--- src/rtl/miriscv_timer_pkg.sv ---
// miriscv_timer_pkg
//   Shared definitions for the memory-mapped timer: register window offsets,
//   the register-index enum, CTRL/STATUS bit positions and a byte-enable
//   merge helper used by every writable register.
//   Optional feature macro used by the timer files: MIRISCV_TIMER_PRESCALER_EN.
package miriscv_timer_pkg;

    // Word offsets inside the 32-byte window (data_addr_i[4:2]).
    localparam logic [2:0] OFF_CTRL   = 3'd0;
    localparam logic [2:0] OFF_COUNT  = 3'd1;
    localparam logic [2:0] OFF_CMP    = 3'd2;
    localparam logic [2:0] OFF_STATUS = 3'd3;
    localparam logic [2:0] OFF_PRESC  = 3'd4;

    typedef enum logic [2:0] {
        REG_CTRL   = OFF_CTRL,
        REG_COUNT  = OFF_COUNT,
        REG_CMP    = OFF_CMP,
        REG_STATUS = OFF_STATUS,
        REG_PRESC  = OFF_PRESC
    } reg_idx_e;

    // CTRL bit positions.
    localparam int CTRL_EN   = 0;
    localparam int CTRL_AUTO = 1;
    localparam int CTRL_IE   = 2;
    localparam int CTRL_W    = 3;

    // STATUS bit positions.
    localparam int STATUS_PEND = 0;

    localparam int PRESC_W = 16;

    // Replace only the bytes of old_v whose enable bit is set.
    function automatic logic [31:0] byte_merge(input logic [31:0] old_v,
                                               input logic [31:0] new_v,
                                               input logic [3:0]  be);
        logic [31:0] res;
        res = old_v;
        for (int b = 0; b < 4; b++) begin
            if (be[b]) begin
                res[8*b +: 8] = new_v[8*b +: 8];
            end
        end
        return res;
    endfunction

endpackage

--- src/rtl/miriscv_timer_presc.sv ---
// miriscv_timer_presc
//   Tick prescaler: while en is high, emits a one-cycle tick every presc+1
//   cycles. The internal counter restarts from zero whenever en is low or
//   clear is asserted (a PRESC register write).
// Ports:
//   clk_i  - clock
//   rst_i  - asynchronous active-high reset
//   en     - timer enable (CTRL.EN)
//   clear  - restart the prescale count
//   presc  - divide value; tick period is presc+1 cycles
//   tick   - one-cycle count strobe for the timer
module miriscv_timer_presc
    import miriscv_timer_pkg::*;
(
    input  logic               clk_i,
    input  logic               rst_i,
    input  logic               en,
    input  logic               clear,
    input  logic [PRESC_W-1:0] presc,
    output logic               tick
);

    logic [PRESC_W-1:0] cnt_q, cnt_d;

    assign tick = en && (cnt_q == presc);

    always_comb begin
        cnt_d = cnt_q + 1'b1;
        if (!en || clear || tick) begin
            cnt_d = '0;
        end
    end

    always_ff @(posedge clk_i or posedge rst_i) begin
        if (rst_i) begin
            cnt_q <= '0;
        end else begin
            cnt_q <= cnt_d;
        end
    end

endmodule

--- src/rtl/miriscv_timer.sv ---
// miriscv_timer
//   Memory-mapped 32-bit compare timer with a level interrupt.
//   Registers (word offsets): 0 CTRL {IE,AUTO,EN}, 1 COUNT, 2 CMP,
//   3 STATUS {PEND, write-1-to-clear}, 4 PRESC (prescaler build only).
//   Feature macro: MIRISCV_TIMER_PRESCALER_EN adds a 16-bit PRESC register and
//   the miriscv_timer_presc sub-module; without it the timer ticks every cycle
//   while EN=1 and offset 4 reads 0.
// Ports:
//   clk_i, rst_i        - clock, asynchronous active-high reset
//   data_req_i/we_i     - bus request / write strobe
//   data_be_i           - write byte enables
//   data_addr_i         - byte address
//   data_wdata_i        - write data
//   data_rdata_o        - combinational read data
//   int_fin_i           - interrupt acknowledge, clears PEND
//   int_req_o           - level interrupt request (PEND & IE)
module miriscv_timer
    import miriscv_timer_pkg::*;
#(
    parameter logic [31:0] BASE_ADDR = 32'h0000_0100
) (
    input  logic        clk_i,
    input  logic        rst_i,
    input  logic        data_req_i,
    input  logic        data_we_i,
    input  logic [3:0]  data_be_i,
    input  logic [31:0] data_addr_i,
    input  logic [31:0] data_wdata_i,
    output logic [31:0] data_rdata_o,
    input  logic        int_fin_i,
    output logic        int_req_o
);

    // Bus protocol: single-cycle, always ready. A selected access with
    // data_we_i=1 commits at the next rising edge; with data_we_i=0 the
    // addressed register appears on data_rdata_o in the same cycle. There is
    // no wait state and no ready/valid back-pressure.
    logic       sel, wr, rd;
    logic [2:0] off;

    assign sel = data_req_i && (data_addr_i[31:5] == BASE_ADDR[31:5]);
    assign wr  = sel && data_we_i;
    assign rd  = sel && !data_we_i;
    assign off = data_addr_i[4:2];

    logic unused_addr_lsb;
    assign unused_addr_lsb = ^data_addr_i[1:0];

    logic [CTRL_W-1:0] ctrl_q, ctrl_d;
    logic [31:0]       count_q, count_d;
    logic [31:0]       cmp_q, cmp_d;
    logic              pend_q, pend_d;
    logic              tick;
    logic              pend_set, pend_clr;

`ifdef MIRISCV_TIMER_PRESCALER_EN
    logic [PRESC_W-1:0] presc_q, presc_d;
    logic [31:0]        presc_merged;
    logic               presc_wr;

    assign presc_wr     = wr && (off == REG_PRESC);
    assign presc_merged = byte_merge({16'h0, presc_q}, data_wdata_i, {2'b00, data_be_i[1:0]});

    always_comb begin
        presc_d = presc_q;
        if (presc_wr) begin
            presc_d = presc_merged[PRESC_W-1:0];
        end
    end

    always_ff @(posedge clk_i or posedge rst_i) begin
        if (rst_i) begin
            presc_q <= '0;
        end else begin
            presc_q <= presc_d;
        end
    end

    miriscv_timer_presc u_presc (
        .clk_i (clk_i),
        .rst_i (rst_i),
        .en    (ctrl_q[CTRL_EN]),
        .clear (presc_wr),
        .presc (presc_q),
        .tick  (tick)
    );
`else
    assign tick = ctrl_q[CTRL_EN];
`endif

    always_comb begin
        ctrl_d   = ctrl_q;
        count_d  = count_q;
        cmp_d    = cmp_q;
        pend_set = 1'b0;

        // Tick update first; software writes below override it per register
        // (per byte for COUNT, so unselected bytes still advance).
        if (tick) begin
            if (count_q == cmp_q) begin
                pend_set = 1'b1;
                if (ctrl_q[CTRL_AUTO]) begin
                    count_d = '0;
                end else begin
                    ctrl_d[CTRL_EN] = 1'b0;
                end
            end else begin
                count_d = count_q + 32'd1;
            end
        end

        pend_clr = int_fin_i
                || (wr && (off == REG_STATUS) && data_be_i[0] && data_wdata_i[STATUS_PEND]);

        // A match in the same cycle as an acknowledge must not be lost.
        pend_d = pend_set ? 1'b1 : (pend_clr ? 1'b0 : pend_q);

        if (wr) begin
            case (off)
                REG_CTRL: begin
                    if (data_be_i[0]) begin
                        ctrl_d = data_wdata_i[CTRL_W-1:0];
                    end
                end
                REG_COUNT: count_d = byte_merge(count_d, data_wdata_i, data_be_i);
                REG_CMP:   cmp_d   = byte_merge(cmp_q, data_wdata_i, data_be_i);
                default: ;
            endcase
        end
    end

    always_ff @(posedge clk_i or posedge rst_i) begin
        if (rst_i) begin
            ctrl_q  <= '0;
            count_q <= '0;
            cmp_q   <= '0;
            pend_q  <= 1'b0;
        end else begin
            ctrl_q  <= ctrl_d;
            count_q <= count_d;
            cmp_q   <= cmp_d;
            pend_q  <= pend_d;
        end
    end

    always_comb begin
        data_rdata_o = '0;
        if (rd) begin
            case (off)
                REG_CTRL:   data_rdata_o[CTRL_W-1:0]  = ctrl_q;
                REG_COUNT:  data_rdata_o              = count_q;
                REG_CMP:    data_rdata_o              = cmp_q;
                REG_STATUS: data_rdata_o[STATUS_PEND] = pend_q;
`ifdef MIRISCV_TIMER_PRESCALER_EN
                REG_PRESC:  data_rdata_o[PRESC_W-1:0] = presc_q;
`endif
                default: ;
            endcase
        end
    end

    assign int_req_o = pend_q & ctrl_q[CTRL_IE];

endmodule
--- config.mk ---
export PLATFORM = sky130hd
export DESIGN_NAME = miriscv_timer
export DESIGN_NICKNAME = d
export VERILOG_FILES = /design/src/rtl/miriscv_timer_pkg.sv /design/src/rtl/miriscv_timer_presc.sv /design/src/rtl/miriscv_timer.sv
export SDC_FILE = /design/constraint.sdc
export NUM_CORES = 1
export LEC_CHECK = 0
export ABC_CLOCK_PERIOD_IN_PS = 2600
export BUFFER_PORTS_ARGS = -buffer_cell sky130_fd_sc_hd__clkbuf_2
export CAP_MARGIN = 20
export CORE_ASPECT_RATIO = 0.8
export CORE_UTILIZATION = 57
export CTS_BUF_LIST = sky130_fd_sc_hd__clkbuf_8
export DETAILED_ROUTE_END_ITERATION = 8
export GPL_ROUTABILITY_DRIVEN = 0
export PLACE_DENSITY = 0.9
export SYNTH_ARGS = -nofsm -noshare
export SYNTH_HDL_FRONTEND = slang
export SYNTH_HIERARCHICAL = 1
export SYNTH_SLANG_ARGS = --single-unit
--- constraint.sdc ---
create_clock -name clk_i -period 2.6 [get_ports clk_i]
set_clock_uncertainty 0.05 [all_clocks]
set_input_delay 0.52 -clock clk_i [delete_from_list [all_inputs] [get_ports clk_i]]
set_output_delay 0.52 -clock clk_i [all_outputs]
set_load 0.01 [all_outputs]
==> results of run 1 <==
[cell type report]
cell class	count	area share [%]
sequential	68	28.26
multi-input combinational	442	49.59
tap	112	2.327
inverter	24	1.496
clock buffer	11	2.514
timing repair buffer	140	14.42
clock inverter	5	1.392
[worst min-delay path by stage]
stage	start	slack, ns	depth (start not counted)	end
3_3_place_gp	ctrl_q[2]$_DFFE_PP0P_	0.46	1	ctrl_q[2]$_DFFE_PP0P_
6_report	rst_i	0.20	2	cmp_q[13]$_DFFE_PP0P_
2_1_floorplan	ctrl_q[2]$_DFFE_PP0P_	0.44	1	ctrl_q[2]$_DFFE_PP0P_
5_1_grt	rst_i	0.26	2	cmp_q[24]$_DFFE_PP0P_
4_1_cts	rst_i	0.23	2	count_q[24]$_DFF_PP0_
3_5_place_dp	ctrl_q[2]$_DFFE_PP0P_	0.49	1	ctrl_q[2]$_DFFE_PP0P_
[flip-flops by register name, summed over array words and instances, names as in the netlist]
signal,flops
ctrl_q,3
cmp_q,32
pend_q,1
count_q,32
[worst register-to-register path: stages, from the launching register on]
cell and delay (ns):
dfrtp_1 0.50, ha_1 0.27, nand3_1 0.27, or4_1 0.75, o21a_1 0.23, o21bai_1 0.14
a41oi_1 0.13
[synthesized netlist by cell type (all sizes together) (18+ instances only)]
cell / count / share of area, %
nand4: 32 / 4.3
buf: 29 / 3.1
mux2: 39 / 8.7
dfrtp: 68 / 34
a31oi: 22 / 2.7
inv: 23 / 1.7
o21ai: 29 / 2.9
nand2: 32 / 2.4
mux2i: 20 / 4.0
nand3: 18 / 1.8
nor2: 74 / 5.5
a21oi: 18 / 1.8
xnor2: 32 / 5.6
a22oi: 31 / 4.6
clkbuf: 36 / 2.7
[cell usage in the layout, fill, tap and decap left out, types with 6 or more instances in the layout]
| master | netlist | routed |
|---|---|---|
| clkbuf_2 | 0 | 103 |
| nor2_1 | 74 | 73 |
| dfrtp_1 | 68 | 68 |
| mux2_2 | 39 | 39 |
| nand2_1 | 32 | 32 |
| nand4_1 | 31 | 31 |
| xnor2_1 | 32 | 31 |
| a22oi_1 | 31 | 31 |
| buf_4 | 5 | 31 |
| o21ai_0 | 24 | 24 |
| inv_1 | 23 | 22 |
| a31oi_1 | 22 | 22 |
| mux2i_1 | 20 | 20 |
| nand3_1 | 18 | 18 |
| a21oi_1 | 18 | 18 |
| o22a_1 | 14 | 14 |
| clkbuf_8 | 0 | 11 |
| nor4_1 | 12 | 10 |
| nor3_1 | 9 | 9 |
| nor4_2 | 4 | 6 |
| and3_1 | 6 | 6 |
| buf_12 | 0 | 6 |
[what timing repair did]
action / CTS / global route
setup buffers: 0 / 2
endpoints found under the setup margin: 27 / 14
gates resized for setup: 1 / 4
pin swaps: 0 / 2
[cells by family (layout without fill, tap and decap cells)]
group	after synthesis	count (layout)	share of synthesized area, %
AO/OA/AOI/OAI	132	132	17.57
XOR/XNOR	32	32	5.567
adder cells (fa/ha/maj)	1	1	0.2485
buffers and inverters	89	180	7.604
flip-flops	68	68	33.80
multiplexers	59	59	12.70
AND/OR/NAND/NOR	218	218	22.52
[where the power goes]
part	internal [mW]	total, mW	switching, mW
sequential	1.06	1.06	0.000000235
combinational	0.0586	0.142	0.0834
clock	0.594	1.04	0.443
total	1.71	2.24	0.527
[routing by layer]
metal	up-vias	GRT usage (%)	share of wire [%]
li1	2343	-	-
met1	2520	43.68	39
met2	353	57.71	46
met3	71	7.903	11
met4	0	16.06	4.0
met5	-	0	0
==> metrics, run 1 <==
setup ws final=0.02267 ns; Yosys warnings=6; Cell Rows=30; Levels on crit path=7; outcome=completed; Hold WC Path Type=in2async; Fill cells=654; IO Pins=106; first-pass GRT wire length=24,940 um; largest net degree at the start of global routing=39; sequential share of the synthesized area=33.80%; vias in the first global route=5,033; final setup vio count=0; total power=2.236 mW; starting density of the core=59.09%; htree depth=3; post-route insts no fill=802; fmax=388.0 MHz; Reg-to-Reg Start=count_q[1]$_DFF_PP0_; wire per inst=19.25 um; CTS Hold Bufs=0; Total GRT Usage=34.92%; Crit Path Class=in2out; mean area per synthesized cell=8.405 um2; ant diodes=0; nets@finish=759; clock buffer depth=2; Clock Latency Late Sink=0.36 ns; area grow syn2layout=19.61%; critical path startpoint=data_addr_i[6]; cell area after layout=6022 um2; Pwr per Cell Area=371.4 nW/um2; Via Count=5,287; Initial DRT Pass Iterations=8; CTS buffer count=9; Reg-to-Reg End=count_q[28]$_DFF_PP0_; Core Footprint=8521 um2; worst hold margin=0.2021 ns; CTS tree=yes; delay-heaviest family, CP=simple AND/OR/NAND/NOR gates; crit path launch type=input port; Clock Sinks=68; initial antenna violation count=0; area of the multi-input gates=2987 um2; R2R cell count=6; Horiz. Die Dim=107.1 um; CP bufs+invs=3; R2R setup slack=0.14 ns; post-synth cell types=48; worst-path maximum fanout=20; Worst IR Drop VDD=0.2079 mV; fin util=70.68%; routed wire length=15,440 um; input/output buffers=103; post-place setup slack=-0.08985 ns; Slew HR=53.79%; drc violations=0; CP endpoint=data_rdata_o[13]; Clock Pin Slew Worst Setup and Hold Paths=0.07 ns; setup TNS=0 ns; sequential cell area=1702 um2; critical path's slowest cell=or3_4; Final ANT Viol Nets=0; Critical Path, Cell by Cell=clkbuf_2, nor4_1, nand4_1, or3_4, buf_12, nor2_1, clkbuf_2; CP max stage delay=0.44 ns; fraction of layout cells with a size suffix above 1=31.01%; number of synthesized flops with an enable pin=0; ys flop type=dfrtp_1; Yosys reg bits=68; Slew @ Worst Pin=0.6922 ns; Worst setup EP type=primary output; hpwl dp=10,860 um; FFs w/ async S/R, synth=100.0%; cell total after placement=784; placed cell area=5741 um2; P_leak=2.892 nW; Die Area=9215 um2; Synthesized Nets=673; DR iter-0 viols=522; final hold viol count=0; critical path's most frequent cell=clkbuf_2; Critical Path RT=2.03 ns; Post-Syn Instances=599; Root Buffer=clkbuf_8; Data arrival, critical path=2.01 ns; total of max-cap violations=0; Final Cycle Share=99.13%; final max-slew violation count=0; Die Ht=86.06 um; vias per cell=6.592; Cell Area, Synth=5035 um2; crit path time final=2.577 ns; grt ovf=0
Note: power is estimated with default switching activity, not from simulation.
==> inputs of run 2 (changes only) <==
==> constraint.sdc (replaced) <==
create_clock -name clk_i -period 2.6 [get_ports clk_i]
set_clock_uncertainty 0.05 [all_clocks]
set_input_delay 0.26 -clock clk_i [delete_from_list [all_inputs] [get_ports clk_i]]
set_output_delay 0.26 -clock clk_i [all_outputs]
set_load 0.01 [all_outputs]
==> run 2 against run 1 <==
Routed wire length is 3.1% lower. Cell count down 1.4%. Combinational power is 4% lower. Sequential power hardly changed. Via count down 0.62%. Register-to-register slack got worse by 0.07 ns. Critical path depth unchanged. Largest power group unchanged. Highest routed layer unchanged.
==> metrics, run 2 (synthesized netlist as in run 1, its figures left out) <==
outcome=completed; Via Count=5,254; largest net degree at the start of global routing=43; routed wl met2=6749 um; Worst setup EP type=flop; Clock Sinks=68; final max-slew violation count=0; CP max stage delay=0.48 ns; crit path time final=2.528 ns; hold endpoint=count_q[24]$_DFF_PP0_; crit path launch type=flop; Reg-to-Reg End=count_q[8]$_DFF_PP0_; Hold WC Path Type=in2reg; most frequent cells in the layout=103 x clkbuf_2, 73 x nor2_1, 68 x dfrtp_1, 39 x mux2_2; hpwl dp=10,510 um; grt ovf=0; Cell Rows=30; ant diodes=0; fraction of layout cells with a size suffix above 1=28.72%; Hold Startpoint=data_wdata_i[24]; vias in the first global route=4,934; Post-CTS Setup Inserts=0; setup ws final=0.07250 ns; initial antenna violation count=0; post-place setup slack=0.1820 ns; Horiz. Die Dim=107.1 um; area of the multi-input gates=2955 um2; Slew @ Worst Pin=0.6148 ns; DR iter-0 viols=490; met3 routed WL=1883 um; nets@finish=749; IO Pins=106; RSZ-0062 raised after global routing=no; input/output buffers=103; critical path's slowest cell=dfrtp_1; Critical Path, Cell by Cell=xnor2_1, nand4_1, nor4_2, and2_1, buf_12, mux2_2, a31oi_1; R2R cell count=7; worst-path maximum fanout=25; vias per cell=6.642; Clock Pin Slew Worst Setup and Hold Paths=0.07 ns; htree depth=3; Fill cells=667; first-pass GRT wire length=24,000 um; area grow syn2layout=15.48%; Worst IR Drop VDD=0.2506 mV; fmax=395.6 MHz; Pwr per Cell Area=341.0 nW/um2; Slew HR=58.95%; wire per inst=18.92 um; final setup vio count=0; CTS buffer count=9; total of max-cap violations=0; CP bufs+invs=1; final hold viol count=0; Critical Path RT=2.82 ns; Total GRT Usage=33.33%; Initial DRT Pass Iterations=6; Final ANT Viol Nets=0; routed wire length=14,970 um; Die Area=9215 um2; Post-CTS Resized=0; setup TNS=0 ns; delay-heaviest family, CP=simple AND/OR/NAND/NOR gates; clock buffer depth=2; Final Cycle Share=97.21%; Largest regs=cmp_q: 32 flops, count_q: 32 flops, ctrl_q: 3 flops; most common cell after layout, fill and taps aside=clkbuf_2; P_leak=2.811 nW; CTS tree=yes; Data arrival, critical path=2.74 ns; Die Ht=86.06 um; Core Footprint=8521 um2; Reg-to-Reg Start=count_q[28]$_DFF_PP0_; starting density of the core=59.09%; WHS Path Cells=2; drc violations=0; sequential cell area=1702 um2; Crit Path Class=reg2reg; uppermost layer routed=met4; Root Buffer=clkbuf_8; M1 WL=5791 um; Clock Latency Late Sink=0.35 ns; R2R setup slack=0.07 ns
-- run 2: changes by cell type in the layout (fill, tap and decap cells not counted), sizes merged --
cell	previous run	this run
inv	23	25
dlygate4sd3	0	1
clkinv	2	3
clkinvlp	2	0
bufinv	2	0
buf	37	26
-- run 2: worst max path at each step --
stage | slack, ns | end | start | depth (start not counted)
after CTS | 0.17 | count_q[10]$_DFF_PP0_ | count_q[28]$_DFF_PP0_ | 7
after floorplan | 0.43 | count_q[10]$_DFF_PP0_ | count_q[15]$_DFF_PP0_ | 8
after global placement | 0.24 | cmp_q[22]$_DFFE_PP0P_ | data_addr_i[10] | 7
final | 0.07 | count_q[8]$_DFF_PP0_ | count_q[28]$_DFF_PP0_ | 7
after detailed placement | 0.18 | cmp_q[12]$_DFFE_PP0P_ | data_addr_i[15] | 7
after global routing | 0.04 | count_q[8]$_DFF_PP0_ | count_q[28]$_DFF_PP0_ | 7
-- run 2: what timing repair did --
item	in CTS	in global routing
hold buffers	1	0
endpoints found under the hold margin	26	0
endpoints found under the setup margin	0	0
-- run 2: where the power goes --
group | switching, mW | internal [mW]
clock network | 0.405 | 0.383
registers | 0.000000239 | 1.06
logic | 0.0806 | 0.0565
-- run 2: layout make-up --
cell class	instances	area share, %
Multi-Input combinational cell	442	50.83
Timing Repair Buffer	130	13.04
Clock buffer	11	2.604
Inverter	24	1.549
Clock inverter	4	0.3013
Sequential cell	68	29.27
Tap cell	112	2.410
-- run 2: through the flow --
stage	instances	total power [mW]	util, %	cell area, um2	hold slack (ns)
finish	791	1.983	68.24	5814	0.1041
global route	791	2.049	68.24	5814	0.09883
CTS	791	1.986	68.24	5814	0.09976
detailed placement	775	1.213	66.14	5635	0.3026
global placement	775	1.209	66.14	5635	0.2880
floorplan	599	1.124	-	5035	0.3579
-- run 2: metal layers --
metal,up-vias,global-route usage (%)
met1,2487,44.56
met3,65,7.751
met2,383,51.50
met5,-,0
met4,0,15.32
li1,2319,-
